**config.mk**
```make
export PLATFORM = sky130hd
export DESIGN_NAME = fetch_sequencer_flat
export DESIGN_NICKNAME = d
export VERILOG_FILES = /design/src/rtl/fetch_sequencer_pkg.sv /design/src/rtl/fetch_sequencer_if.sv /design/src/rtl/fetch_sequencer_rom_wait_timer.sv /design/src/rtl/fetch_sequencer.sv /design/src/flat_wrapper.sv
export SDC_FILE = /design/constraint.sdc
export NUM_CORES = 1
export LEC_CHECK = 0
export CAP_MARGIN = 10
export CORE_ASPECT_RATIO = 0.6
export CORE_MARGIN = 4
export CORE_UTILIZATION = 25
export CTS_CLUSTER_DIAMETER = 120
export CTS_CLUSTER_SIZE = 20
export DETAILED_ROUTE_END_ITERATION = 8
export GPL_TIMING_DRIVEN = 0
export PLACE_DENSITY = 0.55
export SYNTH_ARGS = -nofsm -noshare
export SYNTH_HDL_FRONTEND = slang
export SYNTH_HIERARCHICAL = 1
export SYNTH_SLANG_ARGS = --single-unit
```
**constraint.sdc**
```tcl
create_clock -name clk -period 2 [get_ports clk]
set_clock_uncertainty 0.15 [all_clocks]
set_input_delay 0.4 -clock clk [delete_from_list [all_inputs] [get_ports clk]]
set_output_delay 0.4 -clock clk [all_outputs]
set_load 0.005 [all_outputs]
```
**src/rtl/fetch_sequencer_pkg.sv**
```systemverilog
// Shared encodings and defaults for the fetch sequencer and its ROM wait timer.
// State values are visible on state_o, so the encodings are fixed.
package fetch_seq_pkg;

  localparam int STATE_W = 3;
  localparam int LAT_W   = 3;

  typedef enum logic [STATE_W-1:0] {
    S_IDLE   = 3'd0,
    S_ADDR   = 3'd1,
    S_FETCH  = 3'd2,
    S_DECODE = 3'd3,
    S_EXEC   = 3'd4,
    S_STEP   = 3'd5,
    S_HALT   = 3'd6
  } state_t;

  localparam int          ROM_LAT_DEF  = 1;
  localparam logic [11:0] RESET_PC_DEF = 12'h000;
  localparam logic [3:0]  JMP_OP_DEF   = 4'h8;
  localparam logic [3:0]  HLT_OP_DEF   = 4'hF;

  // A JMP target is the saved high nibble followed by the whole second byte.
  function automatic logic [11:0] jmp_target(input logic [3:0] hi,
                                             input logic [3:0] mid,
                                             input logic [3:0] lo);
    return {hi, mid, lo};
  endfunction

endpackage

```
**src/rtl/fetch_sequencer_if.sv**
```systemverilog
// Control/status bundle between the fetch sequencer and the PC/ROM/fetch datapath.
// master = datapath/environment side, slave = sequencer side.
interface fetch_sequencer_if;
  import fetch_seq_pkg::*;

  logic               start;
  logic               halt_req;
  logic               step_mode;
  logic               step;
  logic [3:0]         instr;
  logic [3:0]         oprnd;
  logic               pc_en;
  logic               pc_load;
  logic [11:0]        pc_load_val;
  logic               fetch_en;
  logic               exec_valid;
  logic [3:0]         exec_instr;
  logic [3:0]         exec_oprnd;
  logic               busy;
  logic               halted;
  logic [STATE_W-1:0] state_o;

  modport master (
    output start, halt_req, step_mode, step, instr, oprnd,
    input  pc_en, pc_load, pc_load_val, fetch_en, exec_valid,
           exec_instr, exec_oprnd, busy, halted, state_o
  );

  modport slave (
    input  start, halt_req, step_mode, step, instr, oprnd,
    output pc_en, pc_load, pc_load_val, fetch_en, exec_valid,
           exec_instr, exec_oprnd, busy, halted, state_o
  );
endinterface

```
**src/rtl/fetch_sequencer_rom_wait_timer.sv**
```systemverilog
// ROM wait-state counter: loaded with ROM_LAT when the address settles,
// done marks the last wait cycle (or no wait at all).
module rom_wait_timer
  import fetch_seq_pkg::*;
#(
  parameter int ROM_LAT = ROM_LAT_DEF
) (
  input  logic clk,
  input  logic reset,
  input  logic load,
  output logic done
);

  localparam logic [LAT_W-1:0] LAT = LAT_W'(ROM_LAT);

  logic [LAT_W-1:0] count_reg;

  always_ff @(posedge clk or posedge reset) begin
    if (reset) begin
      count_reg <= '0;
    end else if (load) begin
      count_reg <= LAT;
    end else if (count_reg != '0) begin
      count_reg <= count_reg - 1'b1;
    end
  end

  assign done = (count_reg <= LAT_W'(1));

endmodule

```
**src/rtl/fetch_sequencer.sv**
```systemverilog
// Fetch/decode/execute controller for the PC, program ROM and fetch register.
// All strobes are registered and appear in the cycle of the state they belong to.
module fetch_sequencer
  import fetch_seq_pkg::*;
#(
  parameter int          ROM_LAT  = ROM_LAT_DEF,
  parameter logic [11:0] RESET_PC = RESET_PC_DEF,
  parameter logic [3:0]  JMP_OP   = JMP_OP_DEF,
  parameter logic [3:0]  HLT_OP   = HLT_OP_DEF
) (
  input  logic             clk,
  input  logic             reset,
  fetch_sequencer_if.slave bus
);

  localparam bit NO_WAIT = (ROM_LAT == 0);

  state_t      state_reg;
  logic        jmp_pending_reg;
  logic [3:0]  jhi_reg;
  logic [3:0]  exec_instr_reg;
  logic [3:0]  exec_oprnd_reg;
  logic        pc_en_reg;
  logic        pc_load_reg;
  logic [11:0] pc_load_val_reg;
  logic        fetch_en_reg;
  logic        exec_valid_reg;

  logic pc_strobe;
  logic resume;
  logic timer_load;
  logic timer_done;

  // An ADDR cycle carrying a PC strobe is not a wait cycle: the PC only
  // changes at its end, so the ROM wait starts from there.
  assign pc_strobe  = pc_en_reg | pc_load_reg;
  assign resume     = ((state_reg == S_EXEC) && !bus.step_mode) ||
                      ((state_reg == S_STEP) && !bus.halt_req &&
                       (bus.step || !bus.step_mode));
  assign timer_load = resume || ((state_reg == S_ADDR) && pc_strobe);

  rom_wait_timer #(
    .ROM_LAT (ROM_LAT)
  ) u_timer (
    .clk   (clk),
    .reset (reset),
    .load  (timer_load),
    .done  (timer_done)
  );

  always_ff @(posedge clk or posedge reset) begin
    if (reset) begin
      state_reg       <= S_IDLE;
      jmp_pending_reg <= 1'b0;
      jhi_reg         <= '0;
      exec_instr_reg  <= '0;
      exec_oprnd_reg  <= '0;
      pc_en_reg       <= 1'b0;
      pc_load_reg     <= 1'b0;
      pc_load_val_reg <= '0;
      fetch_en_reg    <= 1'b0;
      exec_valid_reg  <= 1'b0;
    end else begin
      pc_en_reg      <= 1'b0;
      pc_load_reg    <= 1'b0;
      fetch_en_reg   <= 1'b0;
      exec_valid_reg <= 1'b0;

      case (state_reg)
        S_IDLE, S_HALT: begin
          if (bus.start) begin
            state_reg       <= S_ADDR;
            pc_load_reg     <= 1'b1;
            pc_load_val_reg <= RESET_PC;
            jmp_pending_reg <= 1'b0;
          end
        end

        S_ADDR: begin
          if (pc_strobe ? NO_WAIT : timer_done) begin
            state_reg    <= S_FETCH;
            fetch_en_reg <= 1'b1;
          end
        end

        S_FETCH: begin
          state_reg <= S_DECODE;
        end

        S_DECODE: begin
          if (bus.halt_req) begin
            state_reg       <= S_HALT;
            jmp_pending_reg <= 1'b0;
          end else if (jmp_pending_reg) begin
            state_reg       <= S_ADDR;
            pc_load_reg     <= 1'b1;
            pc_load_val_reg <= jmp_target(jhi_reg, bus.instr, bus.oprnd);
            jmp_pending_reg <= 1'b0;
          end else if (bus.instr == HLT_OP) begin
            state_reg <= S_HALT;
          end else if (bus.instr == JMP_OP) begin
            state_reg       <= S_ADDR;
            jhi_reg         <= bus.oprnd;
            pc_en_reg       <= 1'b1;
            jmp_pending_reg <= 1'b1;
          end else begin
            state_reg      <= S_EXEC;
            exec_instr_reg <= bus.instr;
            exec_oprnd_reg <= bus.oprnd;
            exec_valid_reg <= 1'b1;
            pc_en_reg      <= 1'b1;
          end
        end

        // The PC already advanced at the end of EXEC, so with no ROM wait
        // the next byte can be fetched straight away.
        S_EXEC: begin
          if (bus.step_mode) begin
            state_reg <= S_STEP;
          end else if (NO_WAIT) begin
            state_reg    <= S_FETCH;
            fetch_en_reg <= 1'b1;
          end else begin
            state_reg <= S_ADDR;
          end
        end

        S_STEP: begin
          if (bus.halt_req) begin
            state_reg <= S_HALT;
          end else if (bus.step || !bus.step_mode) begin
            if (NO_WAIT) begin
              state_reg    <= S_FETCH;
              fetch_en_reg <= 1'b1;
            end else begin
              state_reg <= S_ADDR;
            end
          end
        end

        default: begin
          state_reg <= S_IDLE;
        end
      endcase
    end
  end

  assign bus.pc_en       = pc_en_reg;
  assign bus.pc_load     = pc_load_reg;
  assign bus.pc_load_val = pc_load_val_reg;
  assign bus.fetch_en    = fetch_en_reg;
  assign bus.exec_valid  = exec_valid_reg;
  assign bus.exec_instr  = exec_instr_reg;
  assign bus.exec_oprnd  = exec_oprnd_reg;
  assign bus.busy        = (state_reg != S_IDLE) && (state_reg != S_HALT);
  assign bus.halted      = (state_reg == S_HALT);
  assign bus.state_o     = state_reg;

endmodule

```
**src/flat_wrapper.sv**
```systemverilog
// flat-port wrapper written by rule: the top's interface ports become plain ports
module fetch_sequencer_flat import fetch_seq_pkg::*;
#(
  parameter int          ROM_LAT  = ROM_LAT_DEF,
  parameter logic [11:0] RESET_PC = RESET_PC_DEF,
  parameter logic [3:0]  JMP_OP   = JMP_OP_DEF,
  parameter logic [3:0]  HLT_OP   = HLT_OP_DEF
)
  (clk, reset, bus_start, bus_halt_req, bus_step_mode, bus_step, bus_instr, bus_oprnd, bus_pc_en, bus_pc_load, bus_pc_load_val, bus_fetch_en, bus_exec_valid, bus_exec_instr, bus_exec_oprnd, bus_busy, bus_halted, bus_state_o);
  fetch_sequencer_if bus_i ();
  input  logic clk;
  input  logic reset;
  input wire logic [$bits(bus_i.start)-1:0] bus_start;
  input wire logic [$bits(bus_i.halt_req)-1:0] bus_halt_req;
  input wire logic [$bits(bus_i.step_mode)-1:0] bus_step_mode;
  input wire logic [$bits(bus_i.step)-1:0] bus_step;
  input wire logic [$bits(bus_i.instr)-1:0] bus_instr;
  input wire logic [$bits(bus_i.oprnd)-1:0] bus_oprnd;
  output wire logic [$bits(bus_i.pc_en)-1:0] bus_pc_en;
  output wire logic [$bits(bus_i.pc_load)-1:0] bus_pc_load;
  output wire logic [$bits(bus_i.pc_load_val)-1:0] bus_pc_load_val;
  output wire logic [$bits(bus_i.fetch_en)-1:0] bus_fetch_en;
  output wire logic [$bits(bus_i.exec_valid)-1:0] bus_exec_valid;
  output wire logic [$bits(bus_i.exec_instr)-1:0] bus_exec_instr;
  output wire logic [$bits(bus_i.exec_oprnd)-1:0] bus_exec_oprnd;
  output wire logic [$bits(bus_i.busy)-1:0] bus_busy;
  output wire logic [$bits(bus_i.halted)-1:0] bus_halted;
  output wire logic [$bits(bus_i.state_o)-1:0] bus_state_o;
  assign bus_i.start = bus_start;
  assign bus_i.halt_req = bus_halt_req;
  assign bus_i.step_mode = bus_step_mode;
  assign bus_i.step = bus_step;
  assign bus_i.instr = bus_instr;
  assign bus_i.oprnd = bus_oprnd;
  assign bus_pc_en = bus_i.pc_en;
  assign bus_pc_load = bus_i.pc_load;
  assign bus_pc_load_val = bus_i.pc_load_val;
  assign bus_fetch_en = bus_i.fetch_en;
  assign bus_exec_valid = bus_i.exec_valid;
  assign bus_exec_instr = bus_i.exec_instr;
  assign bus_exec_oprnd = bus_i.exec_oprnd;
  assign bus_busy = bus_i.busy;
  assign bus_halted = bus_i.halted;
  assign bus_state_o = bus_i.state_o;
  fetch_sequencer #(.ROM_LAT(ROM_LAT), .RESET_PC(RESET_PC), .JMP_OP(JMP_OP), .HLT_OP(HLT_OP)) u_core (.clk(clk), .reset(reset), .bus(bus_i));
endmodule
```
**Yosys cells after proc, flatten, opt, wreduce, memory -nomap -nowiden**

Cells that the tools add are included.

- Flip-flop bits (word level): 35
- Input bits: 14
- Logic and storage cells: 91
- Output and inout bits: 29

- Mux-type cells: 38
- $add $sub $neg: 1
- Equal/unequal tests: 14
- Bitwise logic cells: 5
- Reduce and logical (&&, ||, !) cells: 21
- Magnitude comparators: 1

Operators by type and width:

| cell | count |
|---|---|
| two-way mux 12 bit | 3 |
| two-way mux 3 bit | 11 |
| case mux 12 bit (2 select lines) | 1 |
| two-way mux 1 bit | 20 |
| case mux 3 bit (6 select lines) | 1 |
| AND reduction 5 bit | 2 |
| == test 3 bit, second input constant | 3 |
| == test 4 bit, second input constant | 2 |
| == test 3 x 2 -> 1 bit, second input constant | 2 |
| != test 2 bit, second input constant | 3 |
| != test 3 bit, second input constant | 2 |
| nonzero test 3 bit | 2 |
| logical AND 1 bit | 5 |
| inverter 1 bit | 4 |
| case mux 1 bit (2 select lines) | 2 |
| AND reduction 4 bit | 1 |
| nonzero test 2 bit | 2 |
| == test 3 x 1 -> 1 bit, second input constant | 1 |
| <= comparator 3 x 1 -> 1 bit, second input constant | 1 |
| zero test 3 bit | 1 |
| logical OR 1 bit | 3 |
| AND reduction 3 bit | 1 |
| subtractor 3 x 1 -> 3 bit, second input constant | 1 |
| zero test 1 bit | 2 |
| other kinds (4) | 4 |

**Logic depth before layout (Yosys ltp)**

- Word-level depth: 6
- Gate-level depth with buffers: 8
- Depth with buffers taken out: 8

**Cells and area by module**

The synthesis kept the hierarchy.

Modules (own cells, without submodules):

| module | times used | seq. area each (µm²) | cells each | area each (µm²) |
|---|---|---|---|---|
| fetch_sequencer | 1 | 800.8 | 119 | 1410.1 |
| rom_wait_timer | 1 | 75.1 | 20 | 203.9 |

**Worst setup path after synthesis**

Ideal clock, no wire load.

- Path kind: flip-flop to flip-flop
- From: register u_core.u_timer.count_reg[1]
- To: register u_core.state_reg[0] (netlist: u_core/bus.state_o[0])
- Library setup time: 0.118 ns
- Buffers on the path: 0
- Required time: 1.732 ns
- Arrival: 1.613 ns
- Stages on the path, launching flop included: 9
- Clock period less this slack: 1.881 ns
- Setup slack: 0.119 ns
- Cell sequence: dfrtp_1 -> inv_1 -> ha_1 -> o21ba_2 -> nor2_1 -> or3b_2 -> o21ai_0 -> a21oi_1 -> a21o_1

- Word-level cells in the longest chain between the ends: 4

Ends and longest elaborated chain:

| element | RTL line | source |
|---|---|---|
| from (decl) | fetch_sequencer_rom_wait_timer.sv:16 | `logic [LAT_W-1:0] count_reg;` |
| from (signal assigned) | fetch_sequencer_rom_wait_timer.sv:24 | `count_reg <= count_reg - 1'b1;` |
| <= comparator 3 x 1 -> 1 bit | fetch_sequencer_rom_wait_timer.sv:28 | `assign done = (count_reg <= LAT_W'(1));` |
| named net u_core.timer_done | fetch_sequencer.sv:32 | `logic timer_done;` |
| two-way mux 1 bit | fetch_sequencer.sv:80 | `if (pc_strobe ? NO_WAIT : timer_done) begin` |
| != test 2 bit (no line) | - |  |
| AND reduction 3 bit (no line) | - |  |
| to (signal assigned) | fetch_sequencer.sv:81 | `state_reg <= S_FETCH;` |
| to (signal assigned) | fetch_sequencer.sv:87 | `state_reg <= S_DECODE;` |
| to (signal assigned) | fetch_sequencer.sv:92 | `state_reg <= S_HALT;` |
| to (decl) | fetch_sequencer.sv:18 | `state_t state_reg;` |

The timed path passes the listed nets, and every way through them passes these cells.
A chain may end at the register's enable or synchronous reset.

**Worst setup path after layout**

- From: register u_core.u_timer.count_reg[1]
- To: register u_core.state_reg[1] (netlist: u_core/bus.state_o[1])

Same word-level chain as after synthesis.

==> impl_metrics.json <==
{
  "yosysUniqueCellTypes": 38,
  "final_area_sq_um": 2466,
  "synth_area_sq_um": 1614,
  "floorplan.die.width_microns": 111.7,
  "maxSlewViolCount": 0,
  "io_buffers": 42,
  "final_antenna_net_count": 0,
  "final_util": 0.3982,
  "num_antenna_cells": 0,
  "avgSynthCellArea_sq_um": 11.61,
  "cp-end-kind": "register",
  "core_area_sq_um": 6193,
  "ys_ff_latch": 35,
  "outcome": "finished, final reports clean",
  "placed_area_sq_um": 2167,
  "htree_levels": 2,
  "grt_pass1_vias": 1310,
  "multiInputGateArea_sq_um": 749.5,
  "hold_path_class": "in2async",
  "rsz0062_at_grt": "true",
  "drt_first_iter_violations": 128,
  "cts_buffers": 5,
  "synth_warnings": 6,
  "fmaxAchievable_mhz": 512.3,
  "nets": 220,
  "maxCapViolations": 0,
  "std_cell_rows": 22,
  "ys_seq_area_frac": 0.5426,
  "r2r_cells": 7,
  "antenna_found_initial": 0,
  "final_cell_mix": "35 x clkdlybuf4s50_1, 33 x dfrtp_1, 15 x a22o_1",
  "largest_reg_flops": 12,
  "timing.rr.start": "u_core/u_timer/count_reg[1]",
  "reg2reg_slack_ns": 0.05,
  "initial_utilization": 0.2606,
  "routed_wl_mm": 4.209,
  "die_y_microns": 70.24,
  "setup_viol": 0,
  "worst_slew_pin_slew_ns": 0.6062,
  "setup.worst_path.start_class": "register",
  "hpwl_mm": 3.023,
  "p_leak_nw": 1.119,
  "r2r_end": "u_core/bus.state_o[1]",
  "cts_root_buf": "clkbuf_8",
  "ir_drop_v": 0.0004843,
  "num_vias": 1287,
  "cts_sinks": 35,
  "post-route-min-period_ns": 1.952,
  "period_share": 0.9761,
  "syn_inst": 139,
  "track_usage": 0.1101,
  "slew_headroom": 0.5954,
  "gp_congestion": 0.7980,
  "grt_start_max_net_pins": 20,
  "cts_tree": "yes",
  "grt_pass1_wl_mm": 6.824,
  "path_max_fanout": 3,
  "drc": 0,
  "dieArea_sq_um": 7848,
  "finalSetupTns_ns": 0,
  "syn_to_final_growth_pct": 52.79,
  "clk_latency_ns": 0.28,
  "mostFrequentLayoutCell": "clkdlybuf4s50_1",
  "routedWlPerCell_microns": 14.67,
  "num_io_pins": 43,
  "clk_pin_slew_ns": 0.07,
  "worst-setup-path-type": "reg2reg",
  "hold_viol": 0,
  "layout-drive-gt1-share": 0.3005,
  "overflow": 0,
  "routed_via_density": 4.484,
  "powerDensity_nw_per_um2": 1236,
  "n_fill_cell": 592,
  "clk_path_buf_depth": 2,
  "cp.arrival_ns": 1.97,
  "drt_pass1_iterations": 4,
  "syn_nets": 156,
  "regArea_sq_um": 878.3,
  "hold_buffers": 0,
  "critPathRequiredTime_ns": 2.02
}
metrics by stage:
stage / worst slack, ns / hold slack [ns] / std cells / total power [mW]
after CTS: 0.005857 / 0.1589 / 284 / 2.888
after global routing: -0.04266 / 0.1642 / 287 / 3.269
after detailed placement: -0.5445 / 0.3380 / 266 / 2.196
after global placement: -0.5291 / 0.3374 / 265 / 2.188
after floorplan: 0.1186 / 0.003644 / 139 / 1.683
final: 0.04784 / 0.1600 / 287 / 3.047
worst max-delay path, cell delays in order, from the launching register on:
cell      delay [ns]
dfrtp_1         0.40
buf_4           0.14
o21ba_4         0.21
nor2_2          0.08
or3b_4          0.42
nand2_2         0.08
a311oi_2        0.08
a311oi_1        0.27
power breakdown:
group | total, mW | internal, mW | switching (mW)
logic | 1.47 | 0.846 | 0.622
registers | 1.06 | 0.909 | 0.154
clock network | 0.515 | 0.270 | 0.245
total | 3.05 | 2.03 | 1.02
metal layers:
metal	GRT usage	vias up	share of wire
met3	0.04416	3	0.071
met2	0.1448	40	0.40
met5	0	-	0
li1	-	635	-
met4	0.02024	0	0.0033
met1	0.1671	609	0.53
timing repair:
item / 4_1_cts / 5_1_grt
pin swaps: 5 / 6
endpoints found under the setup margin: 22 / 21
gates cloned: 0 / 0
resized for setup: 24 / 22
buffers inserted: 11 / 3
synth_stat cells (all sizes together):
master,number,area (sq um)
a22o,15,131.4
nand3b,2,18.77
o21ai,4,20.02
nor2b,3,18.77
nor2,12,45.04
nand4bb,1,11.26
or3b,2,17.52
a31o,1,8.760
inv,10,37.53
and3b,1,8.760
nor3b,1,7.510
a21oi,6,33.78
o211a,1,10.01
a41o,1,10.01
nor4b,1,8.760
or2b,1,7.510
mux2i,1,10.01
o21ba,1,10.01
a311oi,3,26.28
nor3,5,36.29
nand2,5,18.77
mux2,8,90.09
nor4,1,21.27
a21o,1,7.510
ha,3,37.54
or4,1,11.26
nand4,1,6.260
dfrtp,35,875.8
o211ai,1,7.510
a211oi,3,22.52
buf,2,10.01
nand2b,2,12.51
clkbuf,4,15.01
worst max path at each step:
stage,start,endpoint,slack [ns],depth (start not counted)
2_1_floorplan,u_core/u_timer/count_reg[1],u_core/bus.state_o[0],0.12,8
3_3_place_gp,bus_instr[1],u_core/jhi_reg[2],-0.53,4
3_5_place_dp,bus_instr[1],u_core/jhi_reg[2],-0.54,4
4_1_cts,bus_halt_req,u_core/bus.pc_load_val[8],0.006,7
5_1_grt,u_core/u_timer/count_reg[1],u_core/bus.state_o[1],-0.04,8
6_report,u_core/u_timer/count_reg[1],u_core/bus.state_o[1],0.05,7
logic make-up (layout without fill, tap and decap cells):
family	count (synthesis)	after routing	synth area share
AND/OR/NAND/NOR	39	39	0.1551
AO/OA/AOI/OAI	37	37	0.1783
flip-flops	35	35	0.5426
buffers and inverters	16	80	0.03875
multiplexers	9	9	0.06202
adder cells (fa/ha/maj)	3	3	0.02326
area by class of cell:
class,instances,share of cell area
sequential,35,0.3562
clock buffer,6,0.03349
timing repair buffer,57,0.2243
multi-input combinational,88,0.3039
inverter,10,0.01624
buffer,6,0.02131
clock inverter,1,0.002029
tap,84,0.04262
No activity file was read; power rests on OpenSTA's default activity.
==> RTL change 1 (same flow settings) <==
Make the reset (`reset`) synchronous in 2 clocked blocks.
--- a/src/rtl/fetch_sequencer_rom_wait_timer.sv
+++ b/src/rtl/fetch_sequencer_rom_wait_timer.sv
@@ -16,5 +16,5 @@
   logic [LAT_W-1:0] count_reg;
 
-  always_ff @(posedge clk or posedge reset) begin
+  always_ff @(posedge clk) begin
     if (reset) begin
       count_reg <= '0;
--- a/src/rtl/fetch_sequencer.sv
+++ b/src/rtl/fetch_sequencer.sv
@@ -49,5 +49,5 @@
   );
 
-  always_ff @(posedge clk or posedge reset) begin
+  always_ff @(posedge clk) begin
     if (reset) begin
       state_reg       <= S_IDLE;
Check against the original RTL: differs if reset is asserted again (counterexample within 4 cycles, from zero or initial values and one cycle with reset high); with reset held inactive, the same outputs for 10 cycles.
==> RTL change 1 against the original RTL <==
  * Utilization down 1.1 points
  * Total power down 27%
  * Clock power up 30%
  * Register-to-register slack better by 0.11 ns
  * Synthesized area up 0.70%
  * Cell area down 2.8%
  * Setup slack better by 0.033 ns
  * Hold slack better by 0.15 ns
  * Sequential share of layout area down 6.1 points
  * Sequential cell count unchanged
  * Wire length up 3.7%
  * Global-route usage up 0.078 points
  * Critical path type is now in2reg
  * Critical endpoint is now u_core/bus.exec_oprnd[0]
==> RTL change 1: results <==
{
  "cts_setup_buffers": 3,
  "rr_endpoint": "u_core/bus.pc_load_val[2]",
  "grt_max_degree": 12,
  "proportion_of_cell_area_occupied_by_multi_input_gates_pct": 36.6,
  "holdWs_ns": 0.314,
  "post_route_cells_drive_above_1_share_pct": 16.2,
  "num-nonclk-buffers": 58,
  "nNetsFinal": 251,
  "first_global_vias": 1412,
  "hpwlAfterDp_mm": 3.16,
  "timing.max_slew.rel_slack_pct": 66.3,
  "synth.net_count": 196,
  "combinationalPowerShare_pct": 33.2,
  "area_contributors_post_synth": "dfxtp_1, mux2i_1, o21ai_0",
  "layout.buffer.nonclock.area_share_pct": 23.2,
  "post_cts_resize_count": 19,
  "met2_wirelength_mm": 1.70,
  "internal_power_w": 0.00154,
  "worstReg2RegStart": "u_core/bus.state_o[2]",
  "cellLeakagePower_nw": 0.855,
  "synth_compound_gate_area_share_pct": 15.1,
  "outcome": "complete, no violations",
  "met3_wirelength_um": 347,
  "routed-via-count": 1467,
  "max-vdd-ir-drop_mv": 0.308,
  "crit_family": "buffers and inverters",
  "critical_path.endpoint": "u_core/bus.exec_oprnd[0]",
  "startpoint": "bus_instr[2]",
  "clk-power_w": 0.000670,
  "detailed_route_wire_length_on_metal_1_mm": 2.26,
  "synth_fa_ha_area_share_pct": 2.31,
  "groute.layer.met2.usage_pct": 15.2,
  "hold_class": "reg2reg",
  "ys_async_sr_fraction_pct": 0,
  "fraction_of_the_yosys_area_taken_by_sequential_cells_pct": 43.1,
  "crit_slowest_cell": "clkdlybuf4s50_1",
  "r2r.worst_path.cells": 5,
  "non_clock_inverter_count": 9,
  "gp_routability_congestion": 0.879
}
RTL change 1: changes by cell type after synthesis, moves of 5 or more:
cell	before	now
mux2i_1	1	10
o21ai_0	4	16
mux2_2	8	0
nand2_1	5	18
nand3_1	0	13
a22o_1	15	0
nor2_1	12	17
dfxtp_1	0	35
dfrtp_1	35	0
RTL change 1: tightest hold or removal path: stages (launching register included):
cell	delay, ns
dfxtp_1	0.31
nand2_1	0.05
o21ai_0	0.06
RTL change 1: metrics by stage:
stage | area, µm² | util, % | cells | TNS, ns | setup slack [ns]
6_report | 2400 | 38.7 | 319 | 0 | 0.0813
5_1_grt | 2400 | 38.7 | 319 | -0.00476 | -0.00476
4_1_cts | 2350 | 38.0 | 316 | -0.123 | -0.123
3_5_place_dp | 2150 | 34.7 | 305 | -11.62 | -0.515
3_3_place_gp | 2150 | 34.7 | 305 | -11.43 | -0.553
2_1_floorplan | 1630 | - | 179 | 0 | 0.301
==> RTL change 2 (same settings) <==
Made on the original files. The package constant `LAT_W` goes from 3 to 5.
--- a/src/rtl/fetch_sequencer_pkg.sv
+++ b/src/rtl/fetch_sequencer_pkg.sv
@@ -4,5 +4,5 @@
 
   localparam int STATE_W = 3;
-  localparam int LAT_W   = 3;
+  localparam int LAT_W   = 5;
 
   typedef enum logic [STATE_W-1:0] {
Behaviour: same outputs for any inputs over 10 cycles, from zero or initial values and one cycle with reset high; that may be too few to reach the edited logic, so the function may still have changed.
==> RTL change 2 against the original RTL <==
  * Total power is 16% higher
  * Utilization is 1.1 points higher
  * Setup slack got worse by 0.033 ns
  * Synthesized area grew 4.8%
  * Sequential cell count increased by 2
  * Synthesized cell count increased by 4.3%
  * Wire length increased by 6.8%
  * Cell area up 5.1%
==> RTL change 2: results <==
{
  "cts_buffers": 5,
  "cellLeakagePower_nw": 1.15,
  "synth.net_count": 161,
  "crit_family": "simple AND/OR/NAND/NOR gates",
  "met3_wirelength_um": 365,
  "first_global_vias": 1445,
  "drt-pass1-iter-count": 4,
  "preCtsSetupSlack_ns": -0.509,
  "grt_max_degree": 24,
  "crit_slowest_cell": "or3b_4",
  "max-vdd-ir-drop_mv": 0.434,
  "critical_path.max_fanout": 4,
  "detail_route.wirelength_mm": 4.50,
  "area_contributors_post_synth": "dfrtp_1, a22o_1, mux2_2",
  "numPortBuffers": 42,
  "clock-root-buffer": "clkbuf_16",
  "top_signal_layer_used": "met3",
  "critPathArrivalTime_ns": 1.99,
  "hpwlAfterDp_mm": 3.25,
  "num_antenna_cells": 0,
  "grtUsageTotal_pct": 11.7,
  "clock_path_buffers": 2,
  "ys_types": 37,
  "drt-initial-drc-count": 76,
  "r2r.worst_path.cells": 8,
  "setup_slack_ns": 0.0143,
  "cts_max_level": 2,
  "nNetsFinal": 225,
  "worstMarginPinSlew_ns": 0.451,
  "outcome": "complete, no violations",
  "routed_via_density": 4.61,
  "critical_path.endpoint": "u_core/bus.state_o[0]",
  "ys_async_sr_fraction_pct": 100,
  "startpoint": "u_core/u_timer/count_reg[1]",
  "largest_reg_flops": 12,
  "yosys_warnings": 6,
  "power.switching_fraction_pct": 31.0,
  "synth.cells.most_frequent": "dfrtp_1, a22o_1, nor2_1",
  "met2_wirelength_mm": 1.79,
  "worstReg2RegStart": "u_core/u_timer/count_reg[1]",
  "fraction_of_the_yosys_area_taken_by_sequential_cells_pct": 54.7,
  "clkTransAtPathRegs_ns": 0.06,
  "grt_first_pass_wirelength_mm": 7.62,
  "clk-insertion-delay-late_ns": 0.27,
  "post_route_cells_drive_above_1_share_pct": 30.0,
  "hold_class": "in2async",
  "critical-path-max-stage-delay_ns": 0.44,
  "gp_routability_congestion": 0.784,
  "share_clk_of_total_power_pct": 25.6,
  "antenna_found_initial": 0,
  "pwr.group.sequential_w": 0.00112,
  "detailed_route_wire_length_on_metal_1_mm": 2.34,
  "p_seq_share_pct": 31.9
}
[RTL change 2: cell count changes in the layout (fill, tap and decap cells not counted), moves of 2 or more]
| cell | before | now |
|---|---|---|
| clkdlybuf4s15_1 | 2 | 0 |
| dlygate4sd2_1 | 2 | 4 |
| clkbuf_16 | 0 | 5 |
| inv_2 | 2 | 4 |
| or3_1 | 0 | 2 |
| clkbuf_8 | 8 | 3 |
| dfrtp_1 | 33 | 35 |
[RTL change 2: per-stage QoR]
stage	hold slack [ns]	setup TNS, ns	cells	cell area [µm²]
2_1_floorplan	0.0285	0	145	1690
3_3_place_gp	0.332	-12.37	271	2220
3_5_place_dp	0.339	-8.81	272	2240
4_1_cts	0.213	0	292	2550
5_1_grt	0.235	-0.296	294	2590
6_report	0.213	0	294	2590
[RTL change 2: what timing repair did]
item | in CTS | in global routing
setup endpoints to repair | 23 | 18
pin swaps | 4 | 6
setup buffers | 12 | 2
resized for setup | 26 | 13
[RTL change 2: area by class of cell]
type | count | area [µm²]
fillers | 639 | 3740
multi-input cells | 92 | 753
plain buffers | 6 | 52.6
repair buffers | 57 | 542
flip-flops and latches | 37 | 928
clock buffers | 7 | 143
well taps | 84 | 105
clock inverters | 1 | 30.0
inverters | 10 | 37.5
[RTL change 2: kinds of logic (layout without fill, tap and decap cells)]
kind of cell	after synthesis	after routing	share of synthesized area (%)
AOI/OAI and AO/OA	38	38	16.8
xor gates and xnor gates	1	1	0.518
adders and majority gates	2	2	1.48
buffers and inverters	16	81	3.70
DFF	37	37	54.7
muxes	9	9	5.99
and+or+nand+nor	42	42	16.8
[RTL change 2: routing by layer]
layer	up-vias	GRT usage, %
met5	-	0
met4	0	1.98
met3	0	5.32
met2	37	15.2
met1	655	17.6
li1	664	-
